`src/rtl/fifo_pkg.sv`:
```
// fifo_pkg: shared sizing constants and FSM state encoding for the
// fifo_reader8 read-side controller.
//   DEPTH - number of storage entries
//   WIDTH - data word width
//   AW    - entry pointer width (head/tail)
//   CW    - occupancy counter width (holds 0..DEPTH)
package fifo_pkg;

  localparam int unsigned DEPTH = 8;
  localparam int unsigned WIDTH = 32;
  localparam int unsigned AW    = 3;
  localparam int unsigned CW    = 4;

  typedef enum logic [1:0] {
    IDLE     = 2'd0,
    READ     = 2'd1,
    RD_ERROR = 2'd2
  } state_t;

endpackage

```
`src/rtl/fifo_reader8_if.sv`:
```
// fifo_reader8_if: read/push handshake and status bundle of fifo_reader8.
//   push, rd_en          - requests from the user side
//   d_out, rd_ack        - read data and acceptance pulse
//   rd_err, wr_err       - underflow / overflow pulses
//   empty, full          - occupancy flags
//   data_count           - occupancy 0..8
//   head, tail           - next entry to read / next entry for the writer
// Modports: master = user side (drives push/rd_en), slave = fifo_reader8.
interface fifo_reader8_if;
  import fifo_pkg::*;

  logic             push;
  logic             rd_en;
  logic [WIDTH-1:0] d_out;
  logic             rd_ack;
  logic             rd_err;
  logic             wr_err;
  logic             empty;
  logic             full;
  logic [CW-1:0]    data_count;
  logic [AW-1:0]    head;
  logic [AW-1:0]    tail;

  modport master (
    output push, rd_en,
    input  d_out, rd_ack, rd_err, wr_err, empty, full, data_count, head, tail
  );

  modport slave (
    input  push, rd_en,
    output d_out, rd_ack, rd_err, wr_err, empty, full, data_count, head, tail
  );

endinterface

```
`src/rtl/mux8_32.sv`:
```
// mux8_32: 8-to-1 selector of 32-bit words.
//   in0..in7 - candidate words
//   sel      - 3-bit index
//   y        - selected word
module mux8_32 (
  input  logic [31:0] in0,
  input  logic [31:0] in1,
  input  logic [31:0] in2,
  input  logic [31:0] in3,
  input  logic [31:0] in4,
  input  logic [31:0] in5,
  input  logic [31:0] in6,
  input  logic [31:0] in7,
  input  logic [2:0]  sel,
  output logic [31:0] y
);

  always_comb begin
    y = '0;
    case (sel)
      3'd0: y = in0;
      3'd1: y = in1;
      3'd2: y = in2;
      3'd3: y = in3;
      3'd4: y = in4;
      3'd5: y = in5;
      3'd6: y = in6;
      3'd7: y = in7;
      default: y = '0;
    endcase
  end

endmodule

```
`src/rtl/fifo_reader8.sv`:
```
// fifo_reader8: read-side controller for an 8x32 register-bank FIFO.
// Tracks head/tail/occupancy, serves reads from d_in[head] and flags
// underflow (rd_err) and overflow (wr_err).
//   clk        - rising-edge clock
//   reset_n    - synchronous active-low reset
//   d_in0..7   - storage entries of the register bank
//   bus        - fifo_reader8_if.slave handshake/status bundle
// Build option: define FIFO_READER_FWFT_EN for first-word-fall-through
// (d_out = d_in[head] combinationally, rd_ack same-cycle). Default is a
// registered d_out with rd_ack one cycle after the accepted read.
module fifo_reader8
  import fifo_pkg::*;
(
  input  logic             clk,
  input  logic             reset_n,
  input  logic [WIDTH-1:0] d_in0,
  input  logic [WIDTH-1:0] d_in1,
  input  logic [WIDTH-1:0] d_in2,
  input  logic [WIDTH-1:0] d_in3,
  input  logic [WIDTH-1:0] d_in4,
  input  logic [WIDTH-1:0] d_in5,
  input  logic [WIDTH-1:0] d_in6,
  input  logic [WIDTH-1:0] d_in7,
  fifo_reader8_if.slave    bus
);

  state_t           state, state_nx;
  logic [AW-1:0]    head_q, tail_q;
  logic [CW-1:0]    count_q;
  logic             wr_err_q;
  logic [WIDTH-1:0] head_word;
  logic             empty, full;
  logic             rd_accept, push_accept;

  mux8_32 u_mux (
    .in0 (d_in0),
    .in1 (d_in1),
    .in2 (d_in2),
    .in3 (d_in3),
    .in4 (d_in4),
    .in5 (d_in5),
    .in6 (d_in6),
    .in7 (d_in7),
    .sel (head_q),
    .y   (head_word)
  );

  assign empty     = (count_q == '0);
  assign full      = (count_q == CW'(DEPTH));
  assign rd_accept = bus.rd_en && !empty;
  // A read in the same cycle frees a slot, so a push while full still lands.
  assign push_accept = bus.push && (!full || rd_accept);

  always_comb begin
    state_nx = IDLE;
    if (bus.rd_en) begin
      state_nx = empty ? RD_ERROR : READ;
    end
  end

  always_ff @(posedge clk) begin
    if (!reset_n) begin
      state <= IDLE;
    end else begin
      state <= state_nx;
    end
  end

  always_ff @(posedge clk) begin
    if (!reset_n) begin
      head_q   <= '0;
      tail_q   <= '0;
      count_q  <= '0;
      wr_err_q <= 1'b0;
    end else begin
      // Pointers wrap 7->0 through natural AW-bit overflow.
      head_q   <= head_q + AW'(rd_accept);
      tail_q   <= tail_q + AW'(push_accept);
      wr_err_q <= bus.push && !push_accept;
      case ({push_accept, rd_accept})
        2'b10:   count_q <= count_q + 1'b1;
        2'b01:   count_q <= count_q - 1'b1;
        default: count_q <= count_q;
      endcase
    end
  end

`ifdef FIFO_READER_FWFT_EN
  assign bus.d_out  = empty ? '0 : head_word;
  assign bus.rd_ack = rd_accept;
`else
  logic [WIDTH-1:0] d_out_q;

  always_ff @(posedge clk) begin
    if (!reset_n) begin
      d_out_q <= '0;
    end else if (rd_accept) begin
      d_out_q <= head_word;
    end
  end

  assign bus.d_out  = d_out_q;
  assign bus.rd_ack = (state == READ);
`endif

  assign bus.rd_err     = (state == RD_ERROR);
  assign bus.wr_err     = wr_err_q;
  assign bus.empty      = empty;
  assign bus.full       = full;
  assign bus.data_count = count_q;
  assign bus.head       = head_q;
  assign bus.tail       = tail_q;

endmodule

```
`src/flat_wrapper.sv`:
```
// flat-port wrapper written by rule: the top's interface ports become plain ports
module fifo_reader8_flat import fifo_pkg::*;
  (clk, reset_n, d_in0, d_in1, d_in2, d_in3, d_in4, d_in5, d_in6, d_in7, bus_push, bus_rd_en, bus_d_out, bus_rd_ack, bus_rd_err, bus_wr_err, bus_empty, bus_full, bus_data_count, bus_head, bus_tail);
  fifo_reader8_if bus_i ();
  input  logic clk;
  input  logic reset_n;
  input  logic [WIDTH-1:0] d_in0;
  input  logic [WIDTH-1:0] d_in1;
  input  logic [WIDTH-1:0] d_in2;
  input  logic [WIDTH-1:0] d_in3;
  input  logic [WIDTH-1:0] d_in4;
  input  logic [WIDTH-1:0] d_in5;
  input  logic [WIDTH-1:0] d_in6;
  input  logic [WIDTH-1:0] d_in7;
  input wire logic [$bits(bus_i.push)-1:0] bus_push;
  input wire logic [$bits(bus_i.rd_en)-1:0] bus_rd_en;
  output wire logic [$bits(bus_i.d_out)-1:0] bus_d_out;
  output wire logic [$bits(bus_i.rd_ack)-1:0] bus_rd_ack;
  output wire logic [$bits(bus_i.rd_err)-1:0] bus_rd_err;
  output wire logic [$bits(bus_i.wr_err)-1:0] bus_wr_err;
  output wire logic [$bits(bus_i.empty)-1:0] bus_empty;
  output wire logic [$bits(bus_i.full)-1:0] bus_full;
  output wire logic [$bits(bus_i.data_count)-1:0] bus_data_count;
  output wire logic [$bits(bus_i.head)-1:0] bus_head;
  output wire logic [$bits(bus_i.tail)-1:0] bus_tail;
  assign bus_i.push = bus_push;
  assign bus_i.rd_en = bus_rd_en;
  assign bus_d_out = bus_i.d_out;
  assign bus_rd_ack = bus_i.rd_ack;
  assign bus_rd_err = bus_i.rd_err;
  assign bus_wr_err = bus_i.wr_err;
  assign bus_empty = bus_i.empty;
  assign bus_full = bus_i.full;
  assign bus_data_count = bus_i.data_count;
  assign bus_head = bus_i.head;
  assign bus_tail = bus_i.tail;
  fifo_reader8 u_core (.clk(clk), .reset_n(reset_n), .d_in0(d_in0), .d_in1(d_in1), .d_in2(d_in2), .d_in3(d_in3), .d_in4(d_in4), .d_in5(d_in5), .d_in6(d_in6), .d_in7(d_in7), .bus(bus_i));
endmodule
```
`config.mk`:
```
export PLATFORM = sky130hd
export DESIGN_NAME = fifo_reader8_flat
export DESIGN_NICKNAME = d
export VERILOG_FILES = /design/src/rtl/fifo_pkg.sv /design/src/rtl/fifo_reader8_if.sv /design/src/rtl/mux8_32.sv /design/src/rtl/fifo_reader8.sv /design/src/flat_wrapper.sv
export SDC_FILE = /design/constraint.sdc
export NUM_CORES = 1
export LEC_CHECK = 0
export ABC_AREA = 1
export ABC_CLOCK_PERIOD_IN_PS = 2100
export CAP_MARGIN = 10
export CORE_AREA = 2 2 118 120
export DETAILED_ROUTE_END_ITERATION = 10
export DIE_AREA = 0 0 120 122
export PLACE_DENSITY = 0.78
export SLEW_MARGIN = 20
export SYNTH_ARGS = -nofsm -noshare
export SYNTH_HDL_FRONTEND = slang
export SYNTH_SLANG_ARGS = --single-unit
```
`constraint.sdc`:
```
create_clock -name clk -period 2.1 [get_ports clk]
set_clock_uncertainty 0.05 [all_clocks]
set_input_delay 0.21 -clock clk [delete_from_list [all_inputs] [get_ports clk]]
set_output_delay 0.21 -clock clk [all_outputs]
set_load 0.02 [all_outputs]
```
==> impl_summary.log, run 1 <==
INFO  metric final_nets = 1,324
INFO  metric rsz_0062_raised_after_global_routing = false
INFO  metric postRouteAntennaNets = 0
INFO  metric floorplan.rows = 43
INFO  metric cts_post_setup_buffers_inserted = 0
INFO  metric irDropWorstVdd = 0.000901 V
INFO  metric post_synth_main_area_contributors = sky130_fd_sc_hd__nand4_1, sky130_fd_sc_hd__dfxtp_1, sky130_fd_sc_hd__nand2_1
INFO  metric cellInternalPower = 3.65 mW
INFO  metric synthesis.area = 4460 sq um
INFO  metric cp_data_required_time = 1840 ps
INFO  metric critical_path_peak_fanout = 32
INFO  metric power_density = 907 nW/um^2
INFO  metric critPathCaptureType = output pin
INFO  metric run_status = complete, no violations
INFO  metric grt_use_total = 0.268
INFO  metric crit_type = register to output pin
INFO  metric gp_congestion = 0.902
INFO  metric timing_hold_violations_final = 0
INFO  metric cts_htree_levels = 2
INFO  metric clock-root-buffer = sky130_fd_sc_hd__clkbuf_16
INFO  metric worst-endpoint-arrival = 1720 ps
INFO  metric global_route_wire_length_before_repair = 30.9 mm
INFO  metric tightestPinTransition = 705 ps
INFO  metric wirelength = 20.8 mm
INFO  metric sw_frac_of_total = 0.485
INFO  metric antenna_found_initial = 0
INFO  metric whs = 496 ps
INFO  metric netSwitchingPower = 3.43 mW
INFO  metric startpoint_type_of_the_worst_setup_path = register
INFO  metric final-max-slew-violation-count = 0
INFO  metric route.detailed.wl_per_inst = 16.8 um
INFO  metric min_delay_path_depth = 2
INFO  metric syn-mean-instance-area = 5.62 sq um
INFO  metric vias_in_the_first_global_route = 5,623
INFO  metric max_freq = 504 MHz
INFO  metric max-slew-margin-rel = 0.530
INFO  metric die_area = 14,600 sq um
INFO  metric synth.top_cell.area_share = 0.269
INFO  metric cts_sinks = 45
INFO  metric synth_largest_area_cell = sky130_fd_sc_hd__nand4_1
INFO  metric syn-num-nets = 1,061
INFO  metric core-area = 13,500 sq um
INFO  metric power.share.clock = 0.130
INFO  metric timing.final.crit_share = 0.945
INFO  metric number_of_drc_violations_after_detailed_routing_iteration_0 = 541
INFO  metric antenna_cells = 0
INFO  metric synth.distinct_cells = 21
INFO  metric clock_insertion_delay_worst_skew = 290 ps
INFO  metric detailed_place_hpwl = 15.7 mm
INFO  metric final_report_setup_violation_count = 0
INFO  metric i_o_pins = 307
INFO  metric clockBufferDepth = 2
INFO  metric static-leakage-power = 3.69 nW
INFO  metric path_clk_slew = 70 ps
INFO  metric cts-hold-fix-buffers = 0
INFO  metric chipHeight = 122 um
INFO  metric ys.warnings.count = 0
INFO  metric routed_via_density = 5.21
INFO  metric hp-class = register to register
INFO  metric clock_tree_from_tritoncts = built
INFO  metric placement.io_buffers = 306
INFO  metric detailedRoute.firstPassIterationCount = 5
INFO  metric fin_crit = 1980 ps
INFO  metric pin_count_of_the_biggest_net_entering_global_routing = 62
INFO  metric netlist_instances = 794
INFO  metric synth_seq_area_share = 0.202
INFO  metric detail_route.drc_violations = 0
INFO  metric grt_overflow_total = 0
INFO  metric setup-tns-final = 0 ps
INFO  metric cts_buffers = 5
INFO  metric power.share.combinational = 0.669
INFO  metric routed-via-count = 6,445
INFO  metric number_of_violations_of_the_max_capacitance_limit = 0
INFO  metric worstRegToRegCells = 9
INFO  metric seq_power_share = 0.201
INFO  metric cts_repair_resized_insts = 0
INFO  metric start_util = 0.331
INFO  metric post_route_cells_drive_above_1_share = 0.0397
INFO  metric die_width = 120 um
INFO  metric area_growth = 74.9%
INFO  metric ys_ff_latch = 45
[cell usage after synthesis]
| master | n |
|---|---|
| sky130_fd_sc_hd__nand2_1 | 175 |
| sky130_fd_sc_hd__nand3_1 | 41 |
| sky130_fd_sc_hd__ha_1 | 6 |
| sky130_fd_sc_hd__o21a_1 | 7 |
| sky130_fd_sc_hd__xor2_1 | 1 |
| sky130_fd_sc_hd__inv_2 | 3 |
| sky130_fd_sc_hd__nor3_4 | 1 |
| sky130_fd_sc_hd__clkbuf_1 | 26 |
| sky130_fd_sc_hd__nor2_1 | 157 |
| sky130_fd_sc_hd__nand4_1 | 192 |
| sky130_fd_sc_hd__inv_1 | 81 |
| sky130_fd_sc_hd__xnor2_1 | 2 |
| sky130_fd_sc_hd__nor3_1 | 2 |
| sky130_fd_sc_hd__buf_6 | 2 |
| sky130_fd_sc_hd__o21ai_0 | 1 |
| sky130_fd_sc_hd__fa_1 | 1 |
| sky130_fd_sc_hd__a21oi_1 | 4 |
| sky130_fd_sc_hd__dfxtp_1 | 45 |
| sky130_fd_sc_hd__buf_2 | 32 |
| sky130_fd_sc_hd__buf_4 | 9 |
| sky130_fd_sc_hd__buf_1 | 6 |
[cell families after synthesis]
| family | share of synthesized area |
|---|---|
| AND/OR/NAND/NOR | 0.600 |
| buffers and inverters | 0.154 |
| flip-flops | 0.202 |
| AO/OA/AOI/OAI | 0.0174 |
| adder cells (fa/ha/maj) | 0.0213 |
| XOR/XNOR | 0.00589 |
[layout by cell type, fill, tap and decap left out]
cell type                         synthesis  layout
sky130_fd_sc_hd__clkdlybuf4s50_1          0     306
sky130_fd_sc_hd__nand4_1                192     192
sky130_fd_sc_hd__nand2_1                175     175
sky130_fd_sc_hd__nor2_1                 157     156
sky130_fd_sc_hd__inv_1                   81      80
sky130_fd_sc_hd__dfxtp_1                 45      42
sky130_fd_sc_hd__nand3_1                 41      41
sky130_fd_sc_hd__buf_4                    9      21
sky130_fd_sc_hd__o21a_1                   7       7
sky130_fd_sc_hd__ha_1                     6       6
sky130_fd_sc_hd__clkbuf_16                0       5
sky130_fd_sc_hd__a21oi_1                  4       4
sky130_fd_sc_hd__buf_12                   0       4
sky130_fd_sc_hd__inv_2                    3       3
sky130_fd_sc_hd__dfxtp_4                  0       3
sky130_fd_sc_hd__nor3_1                   2       2
sky130_fd_sc_hd__xnor2_1                  2       2
sky130_fd_sc_hd__inv_6                    0       2
sky130_fd_sc_hd__clkinv_2                 0       1
sky130_fd_sc_hd__nor2_2                   0       1
sky130_fd_sc_hd__nor3_4                   1       1
sky130_fd_sc_hd__xor2_1                   1       1
sky130_fd_sc_hd__o21ai_0                  1       1
sky130_fd_sc_hd__fa_1                     1       1
sky130_fd_sc_hd__bufinv_16                0       1
[routing by layer]
metal | share of wire | global-route usage
met3 | 0.094 | 0.0627
met2 | 0.45 | 0.431
met5 | 0 | 0
met4 | 0.018 | 0.0588
met1 | 0.44 | 0.363
[worst paths after layout]
kind,start,end,slack (ps)
setup / recovery,u_core.bus.head[0],bus_head[0],120
hold / removal,u_core.bus.tail[2],u_core.bus.tail[2],500
setup reg to reg,u_core.bus.data_count[0],u_core.bus.data_count[3],290
hold reg to reg,u_core.bus.tail[2],u_core.bus.tail[2],500
[worst max-delay path, cell delays in order, from the launching register on]
cell                              delay [ps]
sky130_fd_sc_hd__dfxtp_4                 390
sky130_fd_sc_hd__buf_4                   350
sky130_fd_sc_hd__clkdlybuf4s50_1         690
[final cells by class]
cell class / count / area [sq um]
tap: 180 / 225
fill: 1307 / 5700
multi-input combinational: 590 / 2880
timing repair buffer: 331 / 3300
sequential: 45 / 912
clock inverter: 3 / 47.5
inverter: 84 / 317
clock buffer: 5 / 125
[power groups by stage]
stage | Clock, mW | Sequential (mW) | Combinational [mW]
floorplan | 0 | 1.75 | 2.42
global placement | 0 | 1.42 | 4.70
detailed placement | 0 | 1.43 | 4.72
CTS | 0.939 | 1.42 | 4.74
global route | 0.981 | 1.47 | 5.15
finish | 0.919 | 1.42 | 4.74
[sequential cells by signal, indices dropped and copies added, names as in the netlist]
signal / cells
u_core.bus.data_count: 4
u_core.state: 2
u_core.bus.tail: 3
u_core.bus.head: 3
u_core.bus.d_out: 32
u_core.bus.wr_err: 1
[per-stage QoR]
stage,setup slack [ps],instances,total power [mW],cell area (sq um),utilization
after floorplan,276,794,4.17,4460,-
after global placement,174,1230,6.12,7630,0.565
after detailed placement,150,1230,6.15,7630,0.565
after CTS,101,1238,7.11,7810,0.578
after global routing,51.5,1238,7.60,7810,0.578
final,116,1238,7.08,7810,0.578
Note: power is estimated with default switching activity, not from simulation.
==> run 2: changes to the inputs <==
TNS_END_PERCENT = 20   (was default)
==> results of run 2 <==
The final DEF is identical to that of run 1; final timing and power are the same.
